--- src/rtl/fifo_fill_pkg.sv ---
// Shared types for the audio FIFO fill controller: FSM encoding, stat width,
// and the burst sizing helper.
package fifo_fill_pkg;

  typedef enum logic [2:0] {
    IDLE       = 3'd0,
    START      = 3'd1,
    WAIT_SPACE = 3'd2,
    REQ        = 3'd3,
    XFER       = 3'd4,
    DONE       = 3'd5
  } fill_state_e;

  localparam int STAT_W = 16;

  // Words for the next burst: the programmed maximum, or the tail if shorter.
  function automatic logic [7:0] clip_burst(input logic [63:0] remaining,
                                            input logic [7:0]  burst_max);
    if (remaining < {56'd0, burst_max}) return remaining[7:0];
    return burst_max;
  endfunction

endpackage

--- src/rtl/fifo_fill_ctrl_if.sv ---
// Bundle of control, source handshake and FIFO write signals for fifo_fill_ctrl.
// Stat outputs exist only when FIFO_FILL_STAT_EN is defined.
interface fifo_fill_ctrl_if #(
  parameter int W     = 16,
  parameter int LEN_W = 32
);
  import fifo_fill_pkg::*;

  // Handshakes: req/ack is a level request held until ack is seen with req high;
  // a source beat transfers on any cycle where src_valid && src_ready.
  logic             start;
  logic [LEN_W-1:0] data_len;
  logic             abort;
  logic             busy;
  logic             done;
  logic             req;
  logic [7:0]       burst_len;
  logic             ack;
  logic             src_valid;
  logic [W-1:0]     src_data;
  logic             src_ready;
  logic             fifo_wr_en;
  logic [W-1:0]     fifo_wr_data;
  logic             fifo_full;
  logic             fifo_afull;
  fill_state_e      dbg_state;
`ifdef FIFO_FILL_STAT_EN
  logic [STAT_W-1:0] burst_cnt;
  logic [STAT_W-1:0] stall_cnt;
`endif

  modport master (
    input  start, data_len, abort, ack, src_valid, src_data, fifo_full, fifo_afull,
    output busy, done, req, burst_len, src_ready, fifo_wr_en, fifo_wr_data, dbg_state
`ifdef FIFO_FILL_STAT_EN
    , burst_cnt, stall_cnt
`endif
  );

  modport slave (
    output start, data_len, abort, ack, src_valid, src_data, fifo_full, fifo_afull,
    input  busy, done, req, burst_len, src_ready, fifo_wr_en, fifo_wr_data, dbg_state
`ifdef FIFO_FILL_STAT_EN
    , burst_cnt, stall_cnt
`endif
  );

endinterface

--- src/rtl/fifo_fill_ctrl.sv ---
// Write-side scheduler for the audio sample FIFO: requests bursts from the source,
// gates beats into the FIFO and counts against data_len. FIFO_FILL_STAT_EN adds stats.
module fifo_fill_ctrl
  import fifo_fill_pkg::*;
#(
  parameter int W     = 16,
  parameter int BURST = 32,
  parameter int LEN_W = 32
) (
  input  logic             clk,
  input  logic             reset_n,
  fifo_fill_ctrl_if.master bus
);

  fill_state_e      state_q, state_d;
  logic [LEN_W-1:0] remaining_q, remaining_d;
  logic [7:0]       beat_cnt_q, beat_cnt_d;
  logic [7:0]       burst_len_q, burst_len_d;
  logic             beat;
  logic [W-1:0]     wr_data;

  assign beat    = (state_q == XFER) && bus.src_valid && !bus.fifo_full;
  assign wr_data = bus.src_data;

  always_ff @(posedge clk or negedge reset_n) begin
    if (!reset_n) begin
      state_q     <= IDLE;
      remaining_q <= '0;
      beat_cnt_q  <= '0;
      burst_len_q <= '0;
    end else begin
      state_q     <= state_d;
      remaining_q <= remaining_d;
      beat_cnt_q  <= beat_cnt_d;
      burst_len_q <= burst_len_d;
    end
  end

  always_comb begin
    state_d     = state_q;
    remaining_d = remaining_q;
    beat_cnt_d  = beat_cnt_q;
    burst_len_d = burst_len_q;
    case (state_q)
      IDLE: begin
        if (bus.start) begin
          state_d     = START;
          remaining_d = bus.data_len;
        end
      end
      START:      state_d = (remaining_q == '0) ? DONE : WAIT_SPACE;
      WAIT_SPACE: begin
        // Bursts are sized to fit whenever afull is low, so no finer check is needed.
        if (!bus.fifo_afull) begin
          state_d     = REQ;
          burst_len_d = clip_burst(64'(remaining_q), 8'(BURST));
          beat_cnt_d  = '0;
        end
      end
      REQ: begin
        if (bus.ack) state_d = XFER;
      end
      XFER: begin
        if (beat) begin
          beat_cnt_d  = beat_cnt_q + 8'd1;
          remaining_d = (remaining_q == '0) ? '0 : remaining_q - 1'b1;
          if (beat_cnt_q == burst_len_q - 8'd1)
            state_d = (remaining_d == '0) ? DONE : WAIT_SPACE;
        end
      end
      DONE:    state_d = IDLE;
      default: state_d = IDLE;
    endcase
    // Abort wins over start, ack and the final beat alike.
    if (bus.abort) begin
      state_d     = IDLE;
      remaining_d = '0;
      beat_cnt_d  = '0;
    end
  end

  assign bus.busy         = (state_q != IDLE);
  assign bus.done         = (state_q == DONE);
  assign bus.req          = (state_q == REQ);
  assign bus.burst_len    = burst_len_q;
  assign bus.src_ready    = (state_q == XFER) && !bus.fifo_full;
  assign bus.fifo_wr_en   = beat;
  assign bus.fifo_wr_data = wr_data;
  assign bus.dbg_state    = state_q;

`ifdef FIFO_FILL_STAT_EN
  logic [STAT_W-1:0] burst_cnt_q, stall_cnt_q;
  logic              stat_clr;

  assign stat_clr = (state_q == IDLE) && bus.start && !bus.abort;

  always_ff @(posedge clk or negedge reset_n) begin
    if (!reset_n) begin
      burst_cnt_q <= '0;
      stall_cnt_q <= '0;
    end else if (stat_clr) begin
      burst_cnt_q <= '0;
      stall_cnt_q <= '0;
    end else begin
      if ((state_q == REQ) && bus.ack && (burst_cnt_q != '1))
        burst_cnt_q <= burst_cnt_q + 1'b1;
      if ((state_q == XFER) && bus.fifo_full && (stall_cnt_q != '1))
        stall_cnt_q <= stall_cnt_q + 1'b1;
    end
  end

  assign bus.burst_cnt = burst_cnt_q;
  assign bus.stall_cnt = stall_cnt_q;
`endif

endmodule

--- src/flat_wrapper.sv ---
// flat-port wrapper written by rule: the top's interface ports become plain ports
module fifo_fill_ctrl_flat import fifo_fill_pkg::*;
#(
  parameter int W     = 16,
  parameter int BURST = 32,
  parameter int LEN_W = 32
)
  (clk, reset_n, bus_start, bus_data_len, bus_abort, bus_ack, bus_src_valid, bus_src_data, bus_fifo_full, bus_fifo_afull, bus_busy, bus_done, bus_req, bus_burst_len, bus_src_ready, bus_fifo_wr_en, bus_fifo_wr_data, bus_dbg_state);
  fifo_fill_ctrl_if #(.W(W), .LEN_W(LEN_W)) bus_i ();
  input  logic clk;
  input  logic reset_n;
  input wire logic [$bits(bus_i.start)-1:0] bus_start;
  input wire logic [$bits(bus_i.data_len)-1:0] bus_data_len;
  input wire logic [$bits(bus_i.abort)-1:0] bus_abort;
  input wire logic [$bits(bus_i.ack)-1:0] bus_ack;
  input wire logic [$bits(bus_i.src_valid)-1:0] bus_src_valid;
  input wire logic [$bits(bus_i.src_data)-1:0] bus_src_data;
  input wire logic [$bits(bus_i.fifo_full)-1:0] bus_fifo_full;
  input wire logic [$bits(bus_i.fifo_afull)-1:0] bus_fifo_afull;
  output wire logic [$bits(bus_i.busy)-1:0] bus_busy;
  output wire logic [$bits(bus_i.done)-1:0] bus_done;
  output wire logic [$bits(bus_i.req)-1:0] bus_req;
  output wire logic [$bits(bus_i.burst_len)-1:0] bus_burst_len;
  output wire logic [$bits(bus_i.src_ready)-1:0] bus_src_ready;
  output wire logic [$bits(bus_i.fifo_wr_en)-1:0] bus_fifo_wr_en;
  output wire logic [$bits(bus_i.fifo_wr_data)-1:0] bus_fifo_wr_data;
  output wire logic [$bits(bus_i.dbg_state)-1:0] bus_dbg_state;
  assign bus_i.start = bus_start;
  assign bus_i.data_len = bus_data_len;
  assign bus_i.abort = bus_abort;
  assign bus_i.ack = bus_ack;
  assign bus_i.src_valid = bus_src_valid;
  assign bus_i.src_data = bus_src_data;
  assign bus_i.fifo_full = bus_fifo_full;
  assign bus_i.fifo_afull = bus_fifo_afull;
  assign bus_busy = bus_i.busy;
  assign bus_done = bus_i.done;
  assign bus_req = bus_i.req;
  assign bus_burst_len = bus_i.burst_len;
  assign bus_src_ready = bus_i.src_ready;
  assign bus_fifo_wr_en = bus_i.fifo_wr_en;
  assign bus_fifo_wr_data = bus_i.fifo_wr_data;
  assign bus_dbg_state = bus_i.dbg_state;
  fifo_fill_ctrl #(.W(W), .BURST(BURST), .LEN_W(LEN_W)) u_core (.clk(clk), .reset_n(reset_n), .bus(bus_i));
endmodule
--- config.mk ---
export PLATFORM = sky130hd
export DESIGN_NAME = fifo_fill_ctrl_flat
export DESIGN_NICKNAME = d
export VERILOG_FILES = /design/src/rtl/fifo_fill_pkg.sv /design/src/rtl/fifo_fill_ctrl_if.sv /design/src/rtl/fifo_fill_ctrl.sv /design/src/flat_wrapper.sv
export SDC_FILE = /design/constraint.sdc
export NUM_CORES = 1
export LEC_CHECK = 0
export BUFFER_PORTS_ARGS = -buffer_cell sky130_fd_sc_hd__buf_2
export CORE_UTILIZATION = 50
export CTS_CLUSTER_SIZE = 20
export DETAILED_ROUTE_END_ITERATION = 10
export PLACE_DENSITY = 0.75
export SYNTH_ARGS = -nofsm -noshare
export SYNTH_HDL_FRONTEND = slang
export SYNTH_SLANG_ARGS = --single-unit
--- constraint.sdc ---
create_clock -name clk -period 3.1 [get_ports clk]
set_input_delay 0.155 -clock clk [delete_from_list [all_inputs] [get_ports clk]]
set_output_delay 0.155 -clock clk [all_outputs]
set_load 0.02 [all_outputs]
==> tab_implementation.tex <==
\begin{tabular}{lr}
\hline
Metric & Value \\
\hline
\multicolumn{2}{l}{\textbf{Critical path}} \\
Ordered list of cells on the worst path & or4\_1 > or3\_4 > nor4\_2 > mux2i\_1 > o211ai\_1 > or4b\_4 > o41ai\_2 \\
Critical Path AT & 3240 ps \\
Critical path's slowest cell & sky130\_fd\_sc\_hd\_\_or4\_1 \\
Combined buffer and inverter count along the critical path & 0 \\
Nature of the critical path startpoint & register \\
Kind of end point of the critical path & register \\
Required arrival time at the worst endpoint & 3310 ps \\
Max stage delay on crit path & 590 ps \\
Cell family contributing the most delay on the critical path & simple AND/OR/NAND/NOR gates \\
Worst Path Class, Setup & register to register \\
Critical path fanouts, max & 5 \\
\multicolumn{2}{l}{\textbf{Drt}} \\
Top Layer Used & met4 \\
Overall routed net length & 11,200 um \\
1st-iter DRT viols & approximately 250 \\
DRC violation count after routing & 0 \\
Wire length on met3 & 743 um \\
Routed length per instance & 17.7 um \\
Drt pass-1 iters & 5 \\
M1 wire length & 4780 um \\
Detail Route Antenna Nets & 0 \\
Vias after detailed routing & around 4,100 \\
Routed length on met2 & 5330 um \\
DR vias/cell & 6.41 \\
\multicolumn{2}{l}{\textbf{Pwr}} \\
Logic gate share of total power & 0.572 \\
Total power consumption of the routed design & 3.38 mW \\
Power density normalized to cell area & 763 nW/um\^{}2 \\
Relative contribution of sequential cells to total power & 0.290 \\
Pleak & 1.98 nW \\
Switching part of the total power & 0.465 \\
Pint & approximately 1.8 mW \\
Maximum ir drop on the vdd rail & 428 uV \\
Switching power & $\sim$1.6 mW \\
Clock network fraction of total power & 0.138 \\
\multicolumn{2}{l}{\textbf{Die}} \\
Initial Util & 0.526 \\
Die outline width & 90.3 um \\
Number of placement rows & 31 \\
Die outline area & 8150 um\^{}2 \\
Top-level port count & 88 \\
Area of the core region & about 7400 um\^{}2 \\
Die height & roughly 90 um \\
\multicolumn{2}{l}{\textbf{STA}} \\
Shortest clock period the worst path allows after layout & 3030 ps \\
Final hold violation count & 0 \\
Max\_slew headroom & 0.475 \\
Final max-slew violation count & 0 \\
Transition time at the pin with the least slew margin & 787 ps \\
Setup TNS & 0 ps \\
Worst setup skew after layout & 10.3 ps \\
Highest clock frequency the design can meet & 330 MHz \\
Fraction of the cycle the final worst path needs & 0.977 \\
Final number of setup-violating endpoints & 0 \\
Unrepaired setup endpoints after global routing & false \\
\multicolumn{2}{l}{\textbf{Synth}} \\
Cell taking the most area after synthesis & sky130\_fd\_sc\_hd\_\_dfrtp\_1 \\
Sequential element share of the synthesized area & 0.328 \\
Netlist cell types & 66 \\
Main flop type after synthesis & sky130\_fd\_sc\_hd\_\_dfrtp\_1 \\
Syn\_area\_per\_cell & between 7 and 8 um\^{}2 \\
EDFF count, synth & 0 \\
Number of warnings issued by yosys & 0 \\
Top cell type's share of synthesized area & 0.328 \\
Syn\_nets & 550 \\
Top cells by area, synth & sky130\_fd\_sc\_hd\_\_dfrtp\_1 33\%, sky130\_fd\_sc\_hd\_\_nor2\_1 6.0\%, sky130\_fd\_sc\_hd\_\_nand2\_1 4.6\%, sky130\_fd\_sc\_hd\_\_o21ai\_0 3.7\%, sky130\_fd\_sc\_hd\_\_a21oi\_1 3.5\% \\
Syn Std Cell Area & 3900 um\^{}2 \\
Post-synthesis async set-or-reset flop share & 1.00 \\
Flop and latch count out of synthesis & 51 \\
Number of standard cells after synthesis & between 400 and 500 \\
\multicolumn{2}{l}{\textbf{GRT}} \\
First-pass GRT wire length & around 19,000 um \\
Via count of the first global-routing pass & 3,964 \\
Antenna violations before repair & 0 \\
Pin count of the biggest net entering global routing & approximately 50 \\
Total GRT Usage & 0.281 \\
Total overflow reported by the global router & 0 \\
\multicolumn{2}{l}{\textbf{Clocking}} \\
Total clock buffers created by CTS & 5 \\
CTS tree & done \\
Level count of the clock H-tree & 2 \\
Root buffer cell & sky130\_fd\_sc\_hd\_\_clkbuf\_8 \\
Clock transition at the register clock pins on the worst setup and hold paths after CTS & 100 ps \\
Clk buf depth & 2 \\
Insertion delay to the later sink of the worst-skew pair & 320 ps \\
CTS sink count & 51 \\
\multicolumn{2}{l}{\textbf{Final layout}} \\
Signed area change from the synthesized netlist to the final layout & 13.6\% \\
Post-layout net count & about 600 \\
Total inserted antenna cells & 0 \\
Layout cells sized above 1 & 0.216 \\
\multicolumn{2}{l}{\textbf{Placed design}} \\
Half-perimeter wire length of the detailed placement result & 7910 um \\
Port buffer count & 55 \\
Final weighted congestion in routability-driven placement & 0.906 \\
\multicolumn{2}{l}{\textbf{Hold path}} \\
Kind of path behind the tightest hold check & primary input to register \\
\multicolumn{2}{l}{\textbf{Outcome}} \\
Run status & completed \\
\multicolumn{2}{l}{\textbf{Job}} \\
Max-cap violations & 0 \\
\hline
\end{tabular}
-- layout by cell type, fill, tap and decap left out, types with 6 or more instances in the layout --
master / count
sky130_fd_sc_hd__nand2_1: 48
sky130_fd_sc_hd__o21ai_0: 29
sky130_fd_sc_hd__nand2b_1: 6
sky130_fd_sc_hd__or4_1: 7
sky130_fd_sc_hd__a22o_1: 6
sky130_fd_sc_hd__nor3_1: 14
sky130_fd_sc_hd__o31ai_1: 7
sky130_fd_sc_hd__a211oi_1: 6
sky130_fd_sc_hd__xnor2_1: 12
sky130_fd_sc_hd__o211ai_1: 8
sky130_fd_sc_hd__nor4_1: 17
sky130_fd_sc_hd__nor2_1: 61
sky130_fd_sc_hd__dfrtp_1: 51
sky130_fd_sc_hd__buf_2: 55
sky130_fd_sc_hd__nand3_1: 10
sky130_fd_sc_hd__inv_1: 10
sky130_fd_sc_hd__buf_4: 34
sky130_fd_sc_hd__xor2_1: 12
sky130_fd_sc_hd__a21oi_1: 27
sky130_fd_sc_hd__a22oi_1: 12
sky130_fd_sc_hd__nand4_1: 7
-- final timing paths --
path / start / endpoint / slack, ps / depth (start not counted)
max: u_core.remaining_q[22]$_DFFE_PN0P_ / u_core.bus.dbg_state[0]$_DFFE_PN0P_ / 70 / 7
min: bus_data_len[26] / u_core.remaining_q[26]$_DFFE_PN0P_ / 90 / 3
max reg2reg: u_core.remaining_q[22]$_DFFE_PN0P_ / u_core.bus.dbg_state[0]$_DFFE_PN0P_ / 70 / 7
min reg2reg: u_core.bus.burst_len[7]$_DFFE_PN0P_ / u_core.bus.burst_len[7]$_DFFE_PN0P_ / 540 / 1
max in group asynchronous: reset_n / u_core.bus.dbg_state[2]$_DFFE_PN0P_ / 1900 / 3
min in group asynchronous: reset_n / u_core.remaining_q[12]$_DFFE_PN0P_ / 440 / 2
-- cell type report --
type	count	area (um^2)
sequential	51	1280
tap	99	124
clock buffer	6	72.6
inverter	10	37.5
clock inverter	1	30.0
fill	689	2980
multi-input combinational	374	2330
timing repair buffer	91	561
-- cells by family after synthesis --
logic type | share of synthesized area
AO/OA/AOI/OAI | 0.229
adder cells (fa/ha/maj) | 0.00963
multiplexers | 0.0128
AND/OR/NAND/NOR | 0.282
flip-flops | 0.328
buffers and inverters | 0.0854
XOR/XNOR | 0.0539
-- power groups by stage --
stage | Clock (mW) | Sequential (mW) | Combinational, mW
after detailed placement | 0 | 0.982 | 1.84
after floorplan | 0 | 0.925 | 1.33
after global placement | 0 | 0.972 | 1.80
after CTS | 0.474 | 0.969 | 1.85
after global routing | 0.491 | 1.00 | 2.11
final | 0.467 | 0.979 | 1.93
-- Yosys cell counts (2+ instances only) --
| cell type | count |
|---|---|
| sky130_fd_sc_hd__nor2_1 | 62 |
| sky130_fd_sc_hd__dfrtp_1 | 51 |
| sky130_fd_sc_hd__nand2_1 | 48 |
| sky130_fd_sc_hd__clkbuf_1 | 36 |
| sky130_fd_sc_hd__o21ai_0 | 29 |
| sky130_fd_sc_hd__a21oi_1 | 27 |
| sky130_fd_sc_hd__nor4_1 | 20 |
| sky130_fd_sc_hd__buf_4 | 16 |
| sky130_fd_sc_hd__nor3_1 | 14 |
| sky130_fd_sc_hd__a22oi_1 | 12 |
| sky130_fd_sc_hd__xnor2_1 | 12 |
| sky130_fd_sc_hd__xor2_1 | 12 |
| sky130_fd_sc_hd__inv_1 | 10 |
| sky130_fd_sc_hd__nand3_1 | 10 |
| sky130_fd_sc_hd__o211ai_1 | 8 |
| sky130_fd_sc_hd__nand4_1 | 7 |
| sky130_fd_sc_hd__o31ai_1 | 7 |
| sky130_fd_sc_hd__or4_1 | 7 |
| sky130_fd_sc_hd__a211oi_1 | 6 |
| sky130_fd_sc_hd__a22o_1 | 6 |
| sky130_fd_sc_hd__nand2b_1 | 6 |
| sky130_fd_sc_hd__and2_1 | 5 |
| sky130_fd_sc_hd__mux2i_1 | 5 |
| sky130_fd_sc_hd__or3_1 | 5 |
| sky130_fd_sc_hd__a32o_1 | 4 |
| sky130_fd_sc_hd__nand3b_1 | 4 |
| sky130_fd_sc_hd__a21o_1 | 3 |
| sky130_fd_sc_hd__a221oi_1 | 3 |
| sky130_fd_sc_hd__and3_1 | 3 |
| sky130_fd_sc_hd__ha_1 | 3 |
| sky130_fd_sc_hd__nor2b_1 | 3 |
| sky130_fd_sc_hd__o2111ai_1 | 3 |
| sky130_fd_sc_hd__o41ai_1 | 3 |
| sky130_fd_sc_hd__a311oi_1 | 2 |
| sky130_fd_sc_hd__and3b_1 | 2 |
| sky130_fd_sc_hd__buf_6 | 2 |
| sky130_fd_sc_hd__nor3_2 | 2 |
| sky130_fd_sc_hd__nor3b_1 | 2 |
| sky130_fd_sc_hd__o221ai_1 | 2 |
| sky130_fd_sc_hd__or2_2 | 2 |
| sky130_fd_sc_hd__or4_4 | 2 |
-- layer usage --
metal | up-vias | track usage
met5 | - | 0
met4 | 0 | 0.120
met3 | 50 | 0.0513
met2 | 170 | 0.475
met1 | 1968 | 0.353
li1 | 1864 | -
-- metrics by stage --
step           hold slack (ps)  std cells  utilization  worst slack, ps  area (um^2)
6_report                  93.7        632        0.598             70.1         4430
3_3_place_gp               259        623        0.577              109         4280
4_1_cts                   91.1        631        0.592             14.5         4390
2_1_floorplan             -141        491            -             85.1         3900
3_5_place_dp               270        623        0.577             40.8         4280
5_1_grt                    131        632        0.598             1.47         4430
-- flip-flops by register name, indices dropped and copies added (netlist names) --
name and flops:
u_core.beat_cnt_q 8, u_core.bus.burst_len 8, u_core.bus.dbg_state 3, u_core.remaining_q 32
-- what timing repair did --
item / CTS / global route
hold endpoints to repair: 32 / 0
resized for setup: 0 / 6
setup buffers: 0 / 1
hold buffers: 1 / 0
setup endpoints to repair: 0 / 2
-- tightest hold or removal path: cells and delay by family --
kind,cells,cell delay (ps)
simple gates,1,40
compound gates,1,80
buf+inv,1,100
No activity file was read; power rests on OpenSTA's default activity.
